--- src/rtl/sdram_ch_arbiter_if.sv ---
// Channel and memory-port bundle for sdram_ch_arbiter.
// The arbiter takes the slave view; the surrounding logic takes the master view.
interface sdram_ch_arbiter_if #(
    parameter int NUM_CH = 3,
    parameter int ADDR_W = 27,
    parameter int DATA_W = 8
);
    logic [NUM_CH-1:0]        ch_req;
    logic [NUM_CH-1:0]        ch_rnw;
    logic [NUM_CH*ADDR_W-1:0] ch_addr;
    logic [NUM_CH*DATA_W-1:0] ch_din;
    logic [NUM_CH-1:0]        ch_ready;
    logic [NUM_CH-1:0]        ch_done;
    logic [NUM_CH*DATA_W-1:0] ch_dout;
    logic [NUM_CH-1:0]        ch_err;

    logic                     mem_req;
    logic                     mem_rnw;
    logic [ADDR_W-1:0]        mem_addr;
    logic [DATA_W-1:0]        mem_din;
    logic                     mem_ready;
    logic                     mem_done;
    logic [DATA_W-1:0]        mem_dout;

    modport slave (
        input  ch_req, ch_rnw, ch_addr, ch_din, mem_ready, mem_done, mem_dout,
        output ch_ready, ch_done, ch_dout, ch_err, mem_req, mem_rnw, mem_addr, mem_din
    );

    modport master (
        output ch_req, ch_rnw, ch_addr, ch_din, mem_ready, mem_done, mem_dout,
        input  ch_ready, ch_done, ch_dout, ch_err, mem_req, mem_rnw, mem_addr, mem_din
    );
endinterface

--- src/rtl/sdram_ch_arbiter.sv ---
// N-channel request front end for the single-port SDRAM controller.
// Optional watchdog abort of stuck transactions: define SDRAM_ARB_WATCHDOG_EN.
module sdram_ch_arbiter #(
    parameter int NUM_CH      = 3,
    parameter int ADDR_W      = 27,
    parameter int DATA_W      = 8,
    parameter int RR_MODE     = 1,
    parameter int WDOG_CYCLES = 1023
) (
    input logic               clk,
    input logic               reset,
    sdram_ch_arbiter_if.slave bus
);
    localparam int IDX_W = (NUM_CH > 1) ? $clog2(NUM_CH) : 1;

    if (NUM_CH < 2 || NUM_CH > 8 || WDOG_CYCLES < 1) begin : g_bad_params
        $error("sdram_ch_arbiter: parameter out of range");
    end

    typedef enum logic [1:0] {StIdle, StIssue, StWait} state_e;

    state_e            state_q;
    logic [NUM_CH-1:0] pend_q;
    logic [NUM_CH-1:0] req_rnw_q;
    logic [ADDR_W-1:0] req_addr_q [NUM_CH];
    logic [DATA_W-1:0] req_din_q  [NUM_CH];
    logic [IDX_W-1:0]  grant_q;
    logic [IDX_W-1:0]  rr_ptr_q;
    logic [IDX_W-1:0]  winner;
    logic              win_valid;
    logic              wd_abort;

    // k-th channel in search order: rotated from ptr in round-robin, plain index otherwise.
    function automatic logic [IDX_W-1:0] ch_at(input logic [IDX_W-1:0] ptr, input int k);
        int s;
        s = (RR_MODE != 0) ? int'(ptr) + k : k;
        if (s >= NUM_CH) s = s - NUM_CH;
        return IDX_W'(s);
    endfunction

    // Walk the order backwards so the earliest pending channel is the last assignment.
    always_comb begin
        winner    = '0;
        win_valid = 1'b0;
        for (int k = NUM_CH - 1; k >= 0; k--) begin
            if (pend_q[ch_at(rr_ptr_q, k)]) begin
                winner    = ch_at(rr_ptr_q, k);
                win_valid = 1'b1;
            end
        end
    end

    assign bus.ch_ready = ~pend_q;

`ifdef SDRAM_ARB_WATCHDOG_EN
    localparam int WD_W = $clog2(WDOG_CYCLES + 1);
    logic [WD_W-1:0]   wd_cnt_q;
    logic [NUM_CH-1:0] err_q;
    assign wd_abort   = (state_q == StWait) && !bus.mem_done &&
                        (wd_cnt_q == WD_W'(WDOG_CYCLES - 1));
    assign bus.ch_err = err_q;
`else
    assign wd_abort   = 1'b0;
    assign bus.ch_err = '0;
`endif

    always_ff @(posedge clk or posedge reset) begin
        if (reset) begin
            state_q      <= StIdle;
            pend_q       <= '0;
            req_rnw_q    <= '0;
            grant_q      <= '0;
            rr_ptr_q     <= '0;
            bus.mem_req  <= 1'b0;
            bus.mem_rnw  <= 1'b0;
            bus.mem_addr <= '0;
            bus.mem_din  <= '0;
            bus.ch_done  <= '0;
            bus.ch_dout  <= '0;
            for (int i = 0; i < NUM_CH; i++) begin
                req_addr_q[i] <= '0;
                req_din_q[i]  <= '0;
            end
`ifdef SDRAM_ARB_WATCHDOG_EN
            wd_cnt_q <= '0;
            err_q    <= '0;
`endif
        end else begin
            bus.mem_req <= 1'b0;
            bus.ch_done <= '0;
`ifdef SDRAM_ARB_WATCHDOG_EN
            err_q <= '0;
`endif
            for (int i = 0; i < NUM_CH; i++) begin
                if (bus.ch_req[i] && !pend_q[i]) begin
                    pend_q[i]     <= 1'b1;
                    req_rnw_q[i]  <= bus.ch_rnw[i];
                    req_addr_q[i] <= bus.ch_addr[i*ADDR_W +: ADDR_W];
                    req_din_q[i]  <= bus.ch_din[i*DATA_W +: DATA_W];
                end
            end

            unique case (state_q)
                StIdle: begin
                    if (win_valid && bus.mem_ready) begin
                        grant_q      <= winner;
                        bus.mem_req  <= 1'b1;
                        bus.mem_rnw  <= req_rnw_q[winner];
                        bus.mem_addr <= req_addr_q[winner];
                        bus.mem_din  <= req_din_q[winner];
                        state_q      <= StIssue;
                    end
                end
                StIssue: begin
`ifdef SDRAM_ARB_WATCHDOG_EN
                    wd_cnt_q <= '0;
`endif
                    state_q <= StWait;
                end
                StWait: begin
                    if (bus.mem_done || wd_abort) begin
                        pend_q[grant_q]      <= 1'b0;
                        bus.ch_done[grant_q] <= 1'b1;
                        if (bus.mem_rnw) begin
                            bus.ch_dout[int'(grant_q)*DATA_W +: DATA_W] <=
                                wd_abort ? '1 : bus.mem_dout;
                        end
`ifdef SDRAM_ARB_WATCHDOG_EN
                        err_q[grant_q] <= wd_abort;
`endif
                        rr_ptr_q <= (grant_q == IDX_W'(NUM_CH - 1)) ? '0 : grant_q + 1'b1;
                        state_q  <= StIdle;
                    end
`ifdef SDRAM_ARB_WATCHDOG_EN
                    else begin
                        wd_cnt_q <= wd_cnt_q + 1'b1;
                    end
`endif
                end
                default: state_q <= StIdle;
            endcase
        end
    end
endmodule

--- src/flat_wrapper.sv ---
// flat-port wrapper written by rule: the top's interface ports become plain ports
module sdram_ch_arbiter_flat 
#(
    parameter int NUM_CH      = 3,
    parameter int ADDR_W      = 27,
    parameter int DATA_W      = 8,
    parameter int RR_MODE     = 1,
    parameter int WDOG_CYCLES = 1023
)
  (clk, reset, bus_ch_req, bus_ch_rnw, bus_ch_addr, bus_ch_din, bus_mem_ready, bus_mem_done, bus_mem_dout, bus_ch_ready, bus_ch_done, bus_ch_dout, bus_ch_err, bus_mem_req, bus_mem_rnw, bus_mem_addr, bus_mem_din);
  sdram_ch_arbiter_if #(.NUM_CH(NUM_CH), .ADDR_W(ADDR_W), .DATA_W(DATA_W)) bus_i ();
  input logic clk;
  input logic reset;
  input wire logic [$bits(bus_i.ch_req)-1:0] bus_ch_req;
  input wire logic [$bits(bus_i.ch_rnw)-1:0] bus_ch_rnw;
  input wire logic [$bits(bus_i.ch_addr)-1:0] bus_ch_addr;
  input wire logic [$bits(bus_i.ch_din)-1:0] bus_ch_din;
  input wire logic [$bits(bus_i.mem_ready)-1:0] bus_mem_ready;
  input wire logic [$bits(bus_i.mem_done)-1:0] bus_mem_done;
  input wire logic [$bits(bus_i.mem_dout)-1:0] bus_mem_dout;
  output wire logic [$bits(bus_i.ch_ready)-1:0] bus_ch_ready;
  output wire logic [$bits(bus_i.ch_done)-1:0] bus_ch_done;
  output wire logic [$bits(bus_i.ch_dout)-1:0] bus_ch_dout;
  output wire logic [$bits(bus_i.ch_err)-1:0] bus_ch_err;
  output wire logic [$bits(bus_i.mem_req)-1:0] bus_mem_req;
  output wire logic [$bits(bus_i.mem_rnw)-1:0] bus_mem_rnw;
  output wire logic [$bits(bus_i.mem_addr)-1:0] bus_mem_addr;
  output wire logic [$bits(bus_i.mem_din)-1:0] bus_mem_din;
  assign bus_i.ch_req = bus_ch_req;
  assign bus_i.ch_rnw = bus_ch_rnw;
  assign bus_i.ch_addr = bus_ch_addr;
  assign bus_i.ch_din = bus_ch_din;
  assign bus_i.mem_ready = bus_mem_ready;
  assign bus_i.mem_done = bus_mem_done;
  assign bus_i.mem_dout = bus_mem_dout;
  assign bus_ch_ready = bus_i.ch_ready;
  assign bus_ch_done = bus_i.ch_done;
  assign bus_ch_dout = bus_i.ch_dout;
  assign bus_ch_err = bus_i.ch_err;
  assign bus_mem_req = bus_i.mem_req;
  assign bus_mem_rnw = bus_i.mem_rnw;
  assign bus_mem_addr = bus_i.mem_addr;
  assign bus_mem_din = bus_i.mem_din;
  sdram_ch_arbiter #(.NUM_CH(NUM_CH), .ADDR_W(ADDR_W), .DATA_W(DATA_W), .RR_MODE(RR_MODE), .WDOG_CYCLES(WDOG_CYCLES)) u_core (.clk(clk), .reset(reset), .bus(bus_i));
endmodule
--- config.mk ---
export PLATFORM = sky130hd
export DESIGN_NAME = sdram_ch_arbiter_flat
export DESIGN_NICKNAME = d
export VERILOG_FILES = /design/src/rtl/sdram_ch_arbiter_if.sv /design/src/rtl/sdram_ch_arbiter.sv /design/src/flat_wrapper.sv
export SDC_FILE = /design/constraint.sdc
export NUM_CORES = 1
export LEC_CHECK = 0
export ABC_AREA = 1
export BUFFER_PORTS_ARGS = -buffer_cell sky130_fd_sc_hd__buf_2
export CORE_ASPECT_RATIO = 1.2
export CORE_UTILIZATION = 53
export DETAILED_ROUTE_END_ITERATION = 10
export PLACE_DENSITY = 0.82
export SYNTH_ARGS = -nofsm -noshare
export SYNTH_HDL_FRONTEND = slang
export SYNTH_SLANG_ARGS = --single-unit
--- constraint.sdc ---
create_clock -name clk -period 11.6 [get_ports clk]
set_input_delay 1.74 -clock clk [delete_from_list [all_inputs] [get_ports clk]]
set_output_delay 1.74 -clock clk [all_outputs]
set_load 0.02 [all_outputs]
==> results.yml <==
floorplanning:
  dieWidth_microns: 120.4
  ios: 193
  initial_utilization: 0.5453
  die_area_sq_um: 17330
  coreArea_sq_um: 16340
  dieHeight_microns: 144.0
  rows: 51
critical_path:
  start_kind: "flop"
  rr_endpoint: "u_core.bus.mem_addr[26]$_DFFE_PP0P_"
  cp_data_required_time_ps: 9860
  end_kind: "output pin"
  crit_type: "flop to output pin"
  r2r-start: "u_core.rr_ptr_q[0]$_DFFE_PP0N_"
  reg2reg_setup_slack_ps: 8770
  ff2ff_path_depth: 9
  arrival_ps: 1170
  critPathMaxFanout: 5
synthesis:
  synth_area_sq_um: 8909
  netlist_instances: 962
  synth_fa_ha_area_frac: 0.01264
  synthFlopType: "dfrtp_1"
  avgSynthCellArea_sq_um: 9.260
  synth_top_family_by_area: "simple AND/OR/NAND/NOR gates"
  synth_top_cell_by_area: "dfrtp_1"
  synth_edf_count: 0
  synth_warnings: 0
  synthTopCellsByArea: "dfrtp_1 51%, inv_1 6.1%, nor2_1 5.7%"
  synth_cell_types: 31
  synthSimpleGateAreaFrac: 0.2388
  synthMuxAreaShare: 0.04551
  ys_ff_latch: 181
  synth_compound_area_frac: 0.09326
  async_flop_share: 1.000
  synth_xor_area_frac: 0
  yosysTopAreaCellShare: 0.5084
  seq_area_frac_synth: 0.5084
detailed_routing:
  via_per_inst: 5.136
  routed_wl_microns: 20520
  detail_route.wl_per_cell_microns: 15.20
  drc_errors: 0
  drtIter0Drc: 412
  detail_route.first_pass.iterations: 5
  vias: 6933
  antenna_left: 0
clocking:
  cts_setup_buffers: 0
  cts_tree: "built"
  clockRootBuffer: "clkbuf_16"
  clk_latency_ps: 430
  cts-buffers-inserted: 17
  hold_buffers: 0
  clk_pin_slew_ps: 70
  clock_sinks: 181
  ctsResizeCount: 0
  clockBufferDepth: 2
  cts_max_level: 4
timing:
  min_period_over_period: 0.2509
  tightest_slew_ps: 967.4
  fin_worst_skew_ps: 8.490
  fmax_ghz: 0.3436
  max_slew_margin: 0.3551
  holdWs_ps: 507.1
  post-route-min-period_ps: 2911
  setup_viol: 0
  finalHoldViolations: 0
  fin_tns_setup_ps: 0
  slew_viol_final: 0
  rsz0062_at_grt: "false"
place:
  io_buffers: 189
  place_area_sq_um: 9859
  post-dp-hpwl_microns: 13500
  gp_congestion: 0.8650
grt:
  grt_pass1_vias: 6780
  grt_usage: 0.2512
  grt_pass1_wl_microns: 33450
  grt_max_degree: 105
  overflow: 0
  antenna_found_initial: 0
cells_and_area:
  syn2layout_area_growth_pct: 17.63
  layout.filler_cells: 1338
  diodes: 0
  multi_input_area_sq_um: 3495
  drive_above_1_share: 0.3374
  final-seq-area_sq_um: 4529
  layout_commonest_cell: "buf_2"
  final_cell_mix: "189 x buf_2, 181 x dfrtp_1, 144 x inv_1"
  fin_nets: 1258
  fin_util: 0.6415
  design_area_sq_um: 10480
power_and_ir_drop:
  peakVddDrop_mv: 0.2317
  p_per_area_nw_per_um2: 316.5
  p_leak_nw: 5.722
  power_mw: 3.316
worst_hold_path:
  whs_endpoint: "u_core.req_addr_q[11]$_DFFE_PP0P_"
  worstHoldPathType: "flop to flop"
  min_path_cells: 1
  min-delay-start: "u_core.req_addr_q[11]$_DFFE_PP0P_"
run_status:
  status: "finished, final reports clean"
run:
  maxCapViolations: 0
## critical path, stage by stage (launching register included)
cell,delay [ps]
dfrtp_1,420
inv_2,130
buf_2,180
## flip-flops by register name, indices dropped and copies added (netlist names)
name                 cells
u_core.req_rnw_q         3
u_core.bus.ch_done       3
u_core.bus.ch_dout      24
u_core.bus.mem_req       1
u_core.bus.mem_rnw       1
u_core.pend_q            3
u_core.state_q           2
u_core.req_addr_q       81
u_core.grant_q           2
u_core.bus.mem_din       8
u_core.bus.mem_addr     27
u_core.req_din_q        24
u_core.rr_ptr_q          2
## per-layer routing
| layer | track usage | share of wire | vias up |
|---|---|---|---|
| met3 | 0.04456 | 0.049 | 34 |
| met2 | 0.4383 | 0.51 | 227 |
| li1 | - | - | 3356 |
| met5 | 0 | 0 | - |
| met4 | 0.08772 | 0.020 | 0 |
| met1 | 0.3143 | 0.42 | 3316 |
## how the worst max path moves through the flow
stage                                          start                           endpoint  slack, ps  depth (start not counted)
after CTS                                      reset  u_core.req_addr_q[74]$_DFFE_PP0P_       8610                          3
after detailed placement                       reset  u_core.req_addr_q[24]$_DFFE_PP0P_       8150                          3
after global placement                         reset  u_core.req_addr_q[25]$_DFFE_PP0P_       8190                          3
after floorplan                                reset    u_core.bus.ch_done[0]$_DFF_PP0_       4940                          1
final                     u_core.pend_q[2]$_DFF_PP0_                    bus_ch_ready[2]       8690                          2
after global routing                           reset    u_core.req_rnw_q[1]$_DFFE_PP0P_       8400                          3
## cell families after synthesis
| family | Yosys count |
|---|---|
| AND/OR/NAND/NOR | 388 |
| buffers and inverters | 206 |
| flip-flops | 181 |
| AO/OA/AOI/OAI | 141 |
| multiplexers | 36 |
| adder cells (fa/ha/maj) | 9 |
| other | 1 |
## metrics by stage
stage	std cells	setup slack (ps)
finish	1350	8689
CTS	1350	8612
floorplan	964	4945
global placement	1319	8187
detailed placement	1319	8155
global route	1350	8402
## final cells by class
class	instances	share of cell area
Timing Repair Buffer	192	0.09242
Clock inverter	12	0.01684
Inverter	157	0.05743
Multi-Input combinational cell	577	0.3335
Clock buffer	19	0.04227
Sequential cell	181	0.4322
Tap cell	212	0.02531
## synth_stat cells (2+ instances only)
library cell	n
nand2_8	2
clkbuf_1	14
a21oi_1	86
nand2_1	73
inv_1	145
buf_12	3
nor3_1	2
o21ai_2	2
nor2_1	135
ha_1	9
nand3_1	99
dfrtp_1	181
nor2_2	2
nor3_2	2
buf_6	4
nand2_4	35
mux2_2	36
buf_4	3
inv_2	10
o21ai_0	19
nand2_2	3
nand3_2	33
inv_4	2
buf_2	25
o21ai_1	2
a21oi_2	30
## power by group
part	switching [mW]	internal (mW)	total [mW]
clock network	0.246	0.366	0.612
logic	1.09	0.547	1.64
registers	0.138	0.928	1.07
total	1.47	1.84	3.32
Power figures use the tool's default switching activity.
